===== src/rtl/mem_cmd_sequencer.sv =====
// Memory command sequencer: runs an optional data phase then an
// instruction fetch on one shared memory port, with init and timeout.
module mem_cmd_sequencer #(
  parameter int INIT_CYCLES = 16,
  parameter int TIMEOUT     = 255
) (
  input  logic        clk,
  input  logic        rst_n,
  input  logic [2:0]  command,
  input  logic [31:0] inst_addr,
  input  logic [31:0] data_addr,
  input  logic [31:0] data_wdata,
  input  logic [3:0]  data_wstrb,
  output logic        ready,
  output logic        mem_start_ready,
  output logic [31:0] inst_rdata,
  output logic [31:0] data_rdata,
  output logic [1:0]  error,
  output logic        mem_valid,
  output logic        mem_we,
  output logic [31:0] mem_addr,
  output logic [31:0] mem_wdata,
  output logic [3:0]  mem_wstrb,
  input  logic        mem_ready,
  input  logic [31:0] mem_rdata,
  input  logic        mem_err
);

  localparam int IW = $clog2(INIT_CYCLES + 1);
  localparam int TW = (TIMEOUT > 0) ? $clog2(TIMEOUT + 1) : 1;
  localparam logic [IW-1:0] INIT_LAST = IW'(INIT_CYCLES - 1);
  localparam logic [TW-1:0] TO_LAST   = TW'(TIMEOUT - 1);

  typedef enum logic [1:0] {
    S_INIT, S_IDLE, S_DATA, S_FETCH
  } state_e;

  state_e        state_q, state_d;
  logic [IW-1:0] init_q, init_d;
  logic [TW-1:0] to_q, to_d;
  logic          start_q, start_d;
  logic          ready_q, valid_q;
  logic [1:0]    error_q, error_d;
  logic [31:0]   inst_q, inst_d;
  logic [31:0]   data_q, data_d;
  logic          we_q, we_d;
  logic [31:0]   addr_q, addr_d;
  logic [31:0]   wdata_q, wdata_d;
  logic [3:0]    wstrb_q, wstrb_d;
  logic [29:0]   iaddr_q, iaddr_d;
  logic          to_hit;
  logic          unused_addr_lsb;

  // Word addressing: the byte offset of either address is irrelevant.
  assign unused_addr_lsb = ^{inst_addr[1:0], data_addr[1:0]};

  assign to_hit = (TIMEOUT != 0) && (to_q == TO_LAST);

  // Next-state and datapath decisions; every register holds by default.
  always_comb begin
    state_d = state_q;
    init_d  = init_q;
    to_d    = to_q;
    start_d = start_q;
    error_d = error_q;
    inst_d  = inst_q;
    data_d  = data_q;
    we_d    = we_q;
    addr_d  = addr_q;
    wdata_d = wdata_q;
    wstrb_d = wstrb_q;
    iaddr_d = iaddr_q;
    unique case (state_q)
      S_INIT: begin
        if (init_q == INIT_LAST) begin
          state_d = S_IDLE;
          start_d = 1'b1;
        end else begin
          init_d = init_q + IW'(1);
        end
      end
      S_IDLE: begin
        to_d = '0;
        if (command != 3'd0) begin
          wdata_d = data_wdata;
          wstrb_d = data_wstrb;
          iaddr_d = inst_addr[31:2];
          error_d = 2'd0;
          unique case (command)
            3'd1: begin
              state_d = S_FETCH;
              we_d    = 1'b0;
              addr_d  = {inst_addr[31:2], 2'b00};
            end
            3'd2: begin
              if (data_wstrb != 4'd0) begin
                state_d = S_DATA;
                we_d    = 1'b1;
                addr_d  = {data_addr[31:2], 2'b00};
              end else begin
                state_d = S_FETCH;
                we_d    = 1'b0;
                addr_d  = {inst_addr[31:2], 2'b00};
              end
            end
            3'd3: begin
              state_d = S_DATA;
              we_d    = 1'b0;
              addr_d  = {data_addr[31:2], 2'b00};
            end
            default: error_d = 2'd3;
          endcase
        end
      end
      S_DATA: begin
        if (mem_ready) begin
          to_d = '0;
          we_d = 1'b0;
          if (!we_q) data_d = mem_rdata;
          if (mem_err) begin
            state_d = S_IDLE;
            error_d = 2'd1;
          end else begin
            state_d = S_FETCH;
            addr_d  = {iaddr_q, 2'b00};
          end
        end else if (to_hit) begin
          to_d    = '0;
          we_d    = 1'b0;
          state_d = S_IDLE;
          error_d = 2'd2;
        end else begin
          to_d = to_q + TW'(1);
        end
      end
      S_FETCH: begin
        if (mem_ready) begin
          to_d    = '0;
          inst_d  = mem_rdata;
          state_d = S_IDLE;
          if (mem_err) error_d = 2'd1;
        end else if (to_hit) begin
          to_d    = '0;
          state_d = S_IDLE;
          error_d = 2'd2;
        end else begin
          to_d = to_q + TW'(1);
        end
      end
    endcase
  end

  // State and output registers; reset drops the request immediately.
  always_ff @(posedge clk or negedge rst_n) begin
    if (!rst_n) begin
      state_q <= S_INIT;
      init_q  <= '0;
      to_q    <= '0;
      start_q <= 1'b0;
      ready_q <= 1'b0;
      valid_q <= 1'b0;
      error_q <= 2'd0;
      inst_q  <= '0;
      data_q  <= '0;
      we_q    <= 1'b0;
      addr_q  <= '0;
      wdata_q <= '0;
      wstrb_q <= '0;
      iaddr_q <= '0;
    end else begin
      state_q <= state_d;
      init_q  <= init_d;
      to_q    <= to_d;
      start_q <= start_d;
      ready_q <= (state_d == S_IDLE);
      valid_q <= (state_d == S_DATA) || (state_d == S_FETCH);
      error_q <= error_d;
      inst_q  <= inst_d;
      data_q  <= data_d;
      we_q    <= we_d;
      addr_q  <= addr_d;
      wdata_q <= wdata_d;
      wstrb_q <= wstrb_d;
      iaddr_q <= iaddr_d;
    end
  end

  assign ready           = ready_q;
  assign mem_start_ready = start_q;
  assign inst_rdata      = inst_q;
  assign data_rdata      = data_q;
  assign error           = error_q;
  assign mem_valid       = valid_q;
  assign mem_we          = we_q;
  assign mem_addr        = addr_q;
  assign mem_wdata       = wdata_q;
  assign mem_wstrb       = wstrb_q;

endmodule


===== config.mk =====
export PLATFORM = sky130hd
export DESIGN_NAME = mem_cmd_sequencer
export DESIGN_NICKNAME = d
export VERILOG_FILES = /design/src/rtl/mem_cmd_sequencer.sv
export SDC_FILE = /design/constraint.sdc
export NUM_CORES = 1
export LEC_CHECK = 0
export ABC_CLOCK_PERIOD_IN_PS = 1600
export CELL_PAD_IN_SITES_DETAIL_PLACEMENT = 0
export CELL_PAD_IN_SITES_GLOBAL_PLACEMENT = 1
export CORE_ASPECT_RATIO = 0.5
export CORE_MARGIN = 8
export CORE_UTILIZATION = 32
export DETAILED_ROUTE_END_ITERATION = 8
export HOLD_SLACK_MARGIN = 0.03
export PLACE_DENSITY_LB_ADDON = 0.1
export SETUP_SLACK_MARGIN = 0.05
export SYNTH_ARGS = -nofsm -noshare
export SYNTH_HDL_FRONTEND = slang
export SYNTH_SLANG_ARGS = --single-unit

===== constraint.sdc =====
create_clock -name clk -period 1.6 [get_ports clk]
set_input_delay 0.24 -clock clk [delete_from_list [all_inputs] [get_ports clk]]
set_output_delay 0.24 -clock clk [all_outputs]
set_load 0.02 [all_outputs]

==> impl_metrics.env <==
export IMPL_hold_viol=0
export IMPL_violations="negative setup slack"
export IMPL_ys_seq_elements=180
export IMPL_cts_made_buffers=17
export IMPL_wl_met2_um=13000
export IMPL_syn2layout_area_growth_pct=66.9
export IMPL_grt_usage_pct=16.6
export IMPL_multi_input_area_mm2=0.00352
export IMPL_yosysTopAreaCellShare_pct=58.0
export IMPL_final_nets=1032
export IMPL_cp_arrival_ps=1990
export IMPL_clock_skew_ps=5.76
export IMPL_clockBufferDepth=2
export IMPL_finish_utilization_pct=54.2
export IMPL_io_pins=277
export IMPL_hold_start="data_wstrb[2]"
export IMPL_cts_root_buf="clkbuf_16"
export IMPL_ys_seq_area_share_pct=58.0
export IMPL_drc_errors=0
export IMPL_timing_critical_path_from="init_q[0]$_DFFE_PN0P_"
export IMPL_cts_clk_slew_worst_paths_ps=70
export IMPL_die_h_um=126
export IMPL_fp_dieW_um=236
export IMPL_routed_wl_um=24600
export IMPL_synth_top_area_cell="dfrtp_1"
export IMPL_stdcell_area_mm2=0.0130
export IMPL_ir_drop_uv=1010
export IMPL_slew_headroom_pct=66.6
export IMPL_syn_inst=549
export IMPL_vias=5697
export IMPL_core_area_mm2=0.0239
export IMPL_start_util_pct=32.5
export IMPL_rsz0062_at_grt="true"
export IMPL_yosysWarningCount=0
export IMPL_cts_tree="done"
export IMPL_antenna_found_initial=0
export IMPL_yosysUniqueCellTypes=44
export IMPL_critical_path_required_ps=1930
export IMPL_start_kind="flop"
export IMPL_top_layer_used="met4"
export IMPL_hold_class="in2reg"
export IMPL_worst_slew_pin_slew_ps=501
export IMPL_slew_viol_final=0
export IMPL_fin_worst_hold_slack_ps=66.3
export IMPL_cp_max_fo=3
export IMPL_io_buffers=270
export IMPL_syn_area_mm2=0.00777
export IMPL_dpl_hpwl_um=16500
export IMPL_wire_per_inst_um=20.2
export IMPL_status="complete, but fails checks"
export IMPL_end_kind="flop"
export IMPL_synth_flop_cell="dfrtp_1"
export IMPL_die_area_mm2=0.0298
export IMPL_drive_gt1_share_pct=38.7
export IMPL_antenna_left=0
export IMPL_gp_congestion=0.729
export IMPL_diodes=0
export IMPL_synth_common_cells="dfrtp_1, mux2_2, inv_1, a221oi_2, mux2i_1"
export IMPL_power_density_mw_per_mm2=1990
export IMPL_grt_max_degree=49
export IMPL_htree_levels=4
export IMPL_leakagePower_nw=5.93
export IMPL_via_per_inst=4.68
export IMPL_dr_pass1_iters=4
export IMPL_fin_crit_ps=1670
export IMPL_fin_crit_sh_pct=104
export IMPL_cts_sinks=180
export IMPL_fmax_mhz=600
export IMPL_fin_ws_ps=-67.0
export IMPL_synthArstFlopShare_pct=100
export IMPL_grt_pass1_vias=6422
export IMPL_drv_cap=0
export IMPL_path_class="reg2reg"
export IMPL_wl_met3_um=1050
export IMPL_seq_area_mm2=0.00451
export IMPL_fillers=2060
export IMPL_synth_avg_cell_area_um2=14.2
export IMPL_r2r_start="init_q[0]$_DFFE_PN0P_"
export IMPL_synth_most_common_cell="dfrtp_1"
export IMPL_stdcell_count=1217
export IMPL_grt_pass1_wl_um=38400
export IMPL_rows=40
export IMPL_overflow=0
export IMPL_synth_edf_count=0
export IMPL_place_area_mm2=0.0113
export IMPL_clk_latency_ps=440
export IMPL_ys_top_cells_by_area="dfrtp_1, mux2_2, a221oi_2"
export IMPL_place_inst=1144
export IMPL_drt_met1_wl_um=10200
export IMPL_finalSetupViolCount=119
export IMPL_drtIter0Drc=215
==> report_power, final <==
group	switching [mW]	leakage [nW]	internal [mW]
Sequential	1.26	2.13	6.78
Clock	1.89	0.315	2.79
Combinational	6.39	3.49	6.72
Total	9.55	5.93	16.3
==> critical path, cell delays in order, from the launching register on <==
cell and delay [ps]:
dfrtp_1 390, ha_2 190, and3_4 180, ha_4 150, or3_4 350, mux2_2 280
==> area by class of cell <==
cell class | instances | area share [%]
clock buffers | 17 | 3.28
clock inverters | 15 | 1.76
inverters | 35 | 1.01
multi-input cells | 302 | 27.1
flip-flops and latches | 180 | 34.7
well taps | 315 | 3.04
repair buffers | 353 | 29.0
==> metrics by stage <==
stage               setup slack, ps  total power [mW]  setup TNS (ps)
floorplan                     -49.1              14.4           -3110
global placement               -534              19.8          -43420
detailed placement             -599              20.0          -44510
CTS                           -60.7              25.8           -1320
global route                   -132              27.2          -10110
finish                        -67.0              25.8           -3630
==> registers in the layout, indices dropped and copies added, names as in the netlist <==
register / count
state_q: 2
error: 2
to_q: 8
mem_wdata: 32
mem_we: 1
mem_wstrb: 4
mem_start_ready: 1
init_q: 5
iaddr_q: 30
mem_addr: 30
ready: 1
inst_rdata: 32
data_rdata: 32
==> what timing repair did <==
action | 4_1_cts | 5_1_grt
endpoints found under the setup margin | 202 | 159
gates resized for setup | 223 | 71
pin swaps | 28 | 24
buffers inserted | 27 | 2
hold buffers | 1 | 0
gates cloned | 14 | 1
hold endpoints to repair | 41 | 0
==> per-layer routing <==
| metal | GRT usage, % | vias to the layer above |
|---|---|---|
| met5 | 0 | - |
| met4 | 5.14 | 0 |
| met3 | 4.59 | 21 |
| met2 | 29.5 | 97 |
| met1 | 19.5 | 2900 |
| li1 | - | 2679 |
==> cells by family after synthesis <==
| kind of cell | share of synthesized area, % |
|---|---|
| adders and majority gates | 0.644 |
| DFF | 58.0 |
| muxes | 22.9 |
| AOI/OAI and AO/OA | 8.15 |
| other | 0.0483 |
| and+or+nand+nor | 5.17 |
| buffers and inverters | 4.61 |
| xor gates and xnor gates | 0.564 |
==> cell usage in the layout (no fill, tap or decap), types with 4 or more instances in the layout <==
| cell | synthesis | routed |
|---|---|---|
| a221oi_2 | 30 | 31 |
| nand2_1 | 11 | 9 |
| buf_8 | 0 | 4 |
| mux2i_1 | 30 | 26 |
| buf_16 | 0 | 15 |
| clkbuf_16 | 0 | 17 |
| buf_6 | 1 | 16 |
| buf_12 | 3 | 18 |
| inv_1 | 35 | 35 |
| mux2_4 | 0 | 35 |
| bufinv_16 | 0 | 5 |
| buf_4 | 5 | 30 |
| nor2_1 | 10 | 6 |
| clkdlybuf4s50_1 | 0 | 129 |
| dlygate4sd2_1 | 0 | 135 |
| nor3_2 | 6 | 7 |
| a21o_1 | 4 | 4 |
| nand3_1 | 6 | 5 |
| nor3_4 | 0 | 24 |
| dfrtp_1 | 180 | 179 |
| mux2_2 | 131 | 96 |
| inv_6 | 0 | 4 |
| o21ai_2 | 0 | 8 |
==> final timing paths <==
check | to | slack, ps | cells after the start
worst min register to register | init_q[3]$_DFFE_PN0P_ | 490 | 1
worst min-delay path | mem_wstrb[2]$_DFFE_PN0P_ | 70 | 2
worst max register to register | init_q[1]$_DFFE_PN0P_ | -70 | 5
max in group asynchronous | mem_wstrb[3]$_DFFE_PN0P_ | 690 | 3
min in group asynchronous | mem_wdata[8]$_DFFE_PN0P_ | 310 | 2
worst max-delay path | init_q[1]$_DFFE_PN0P_ | -70 | 5
Note: power is estimated with default switching activity, not from simulation.
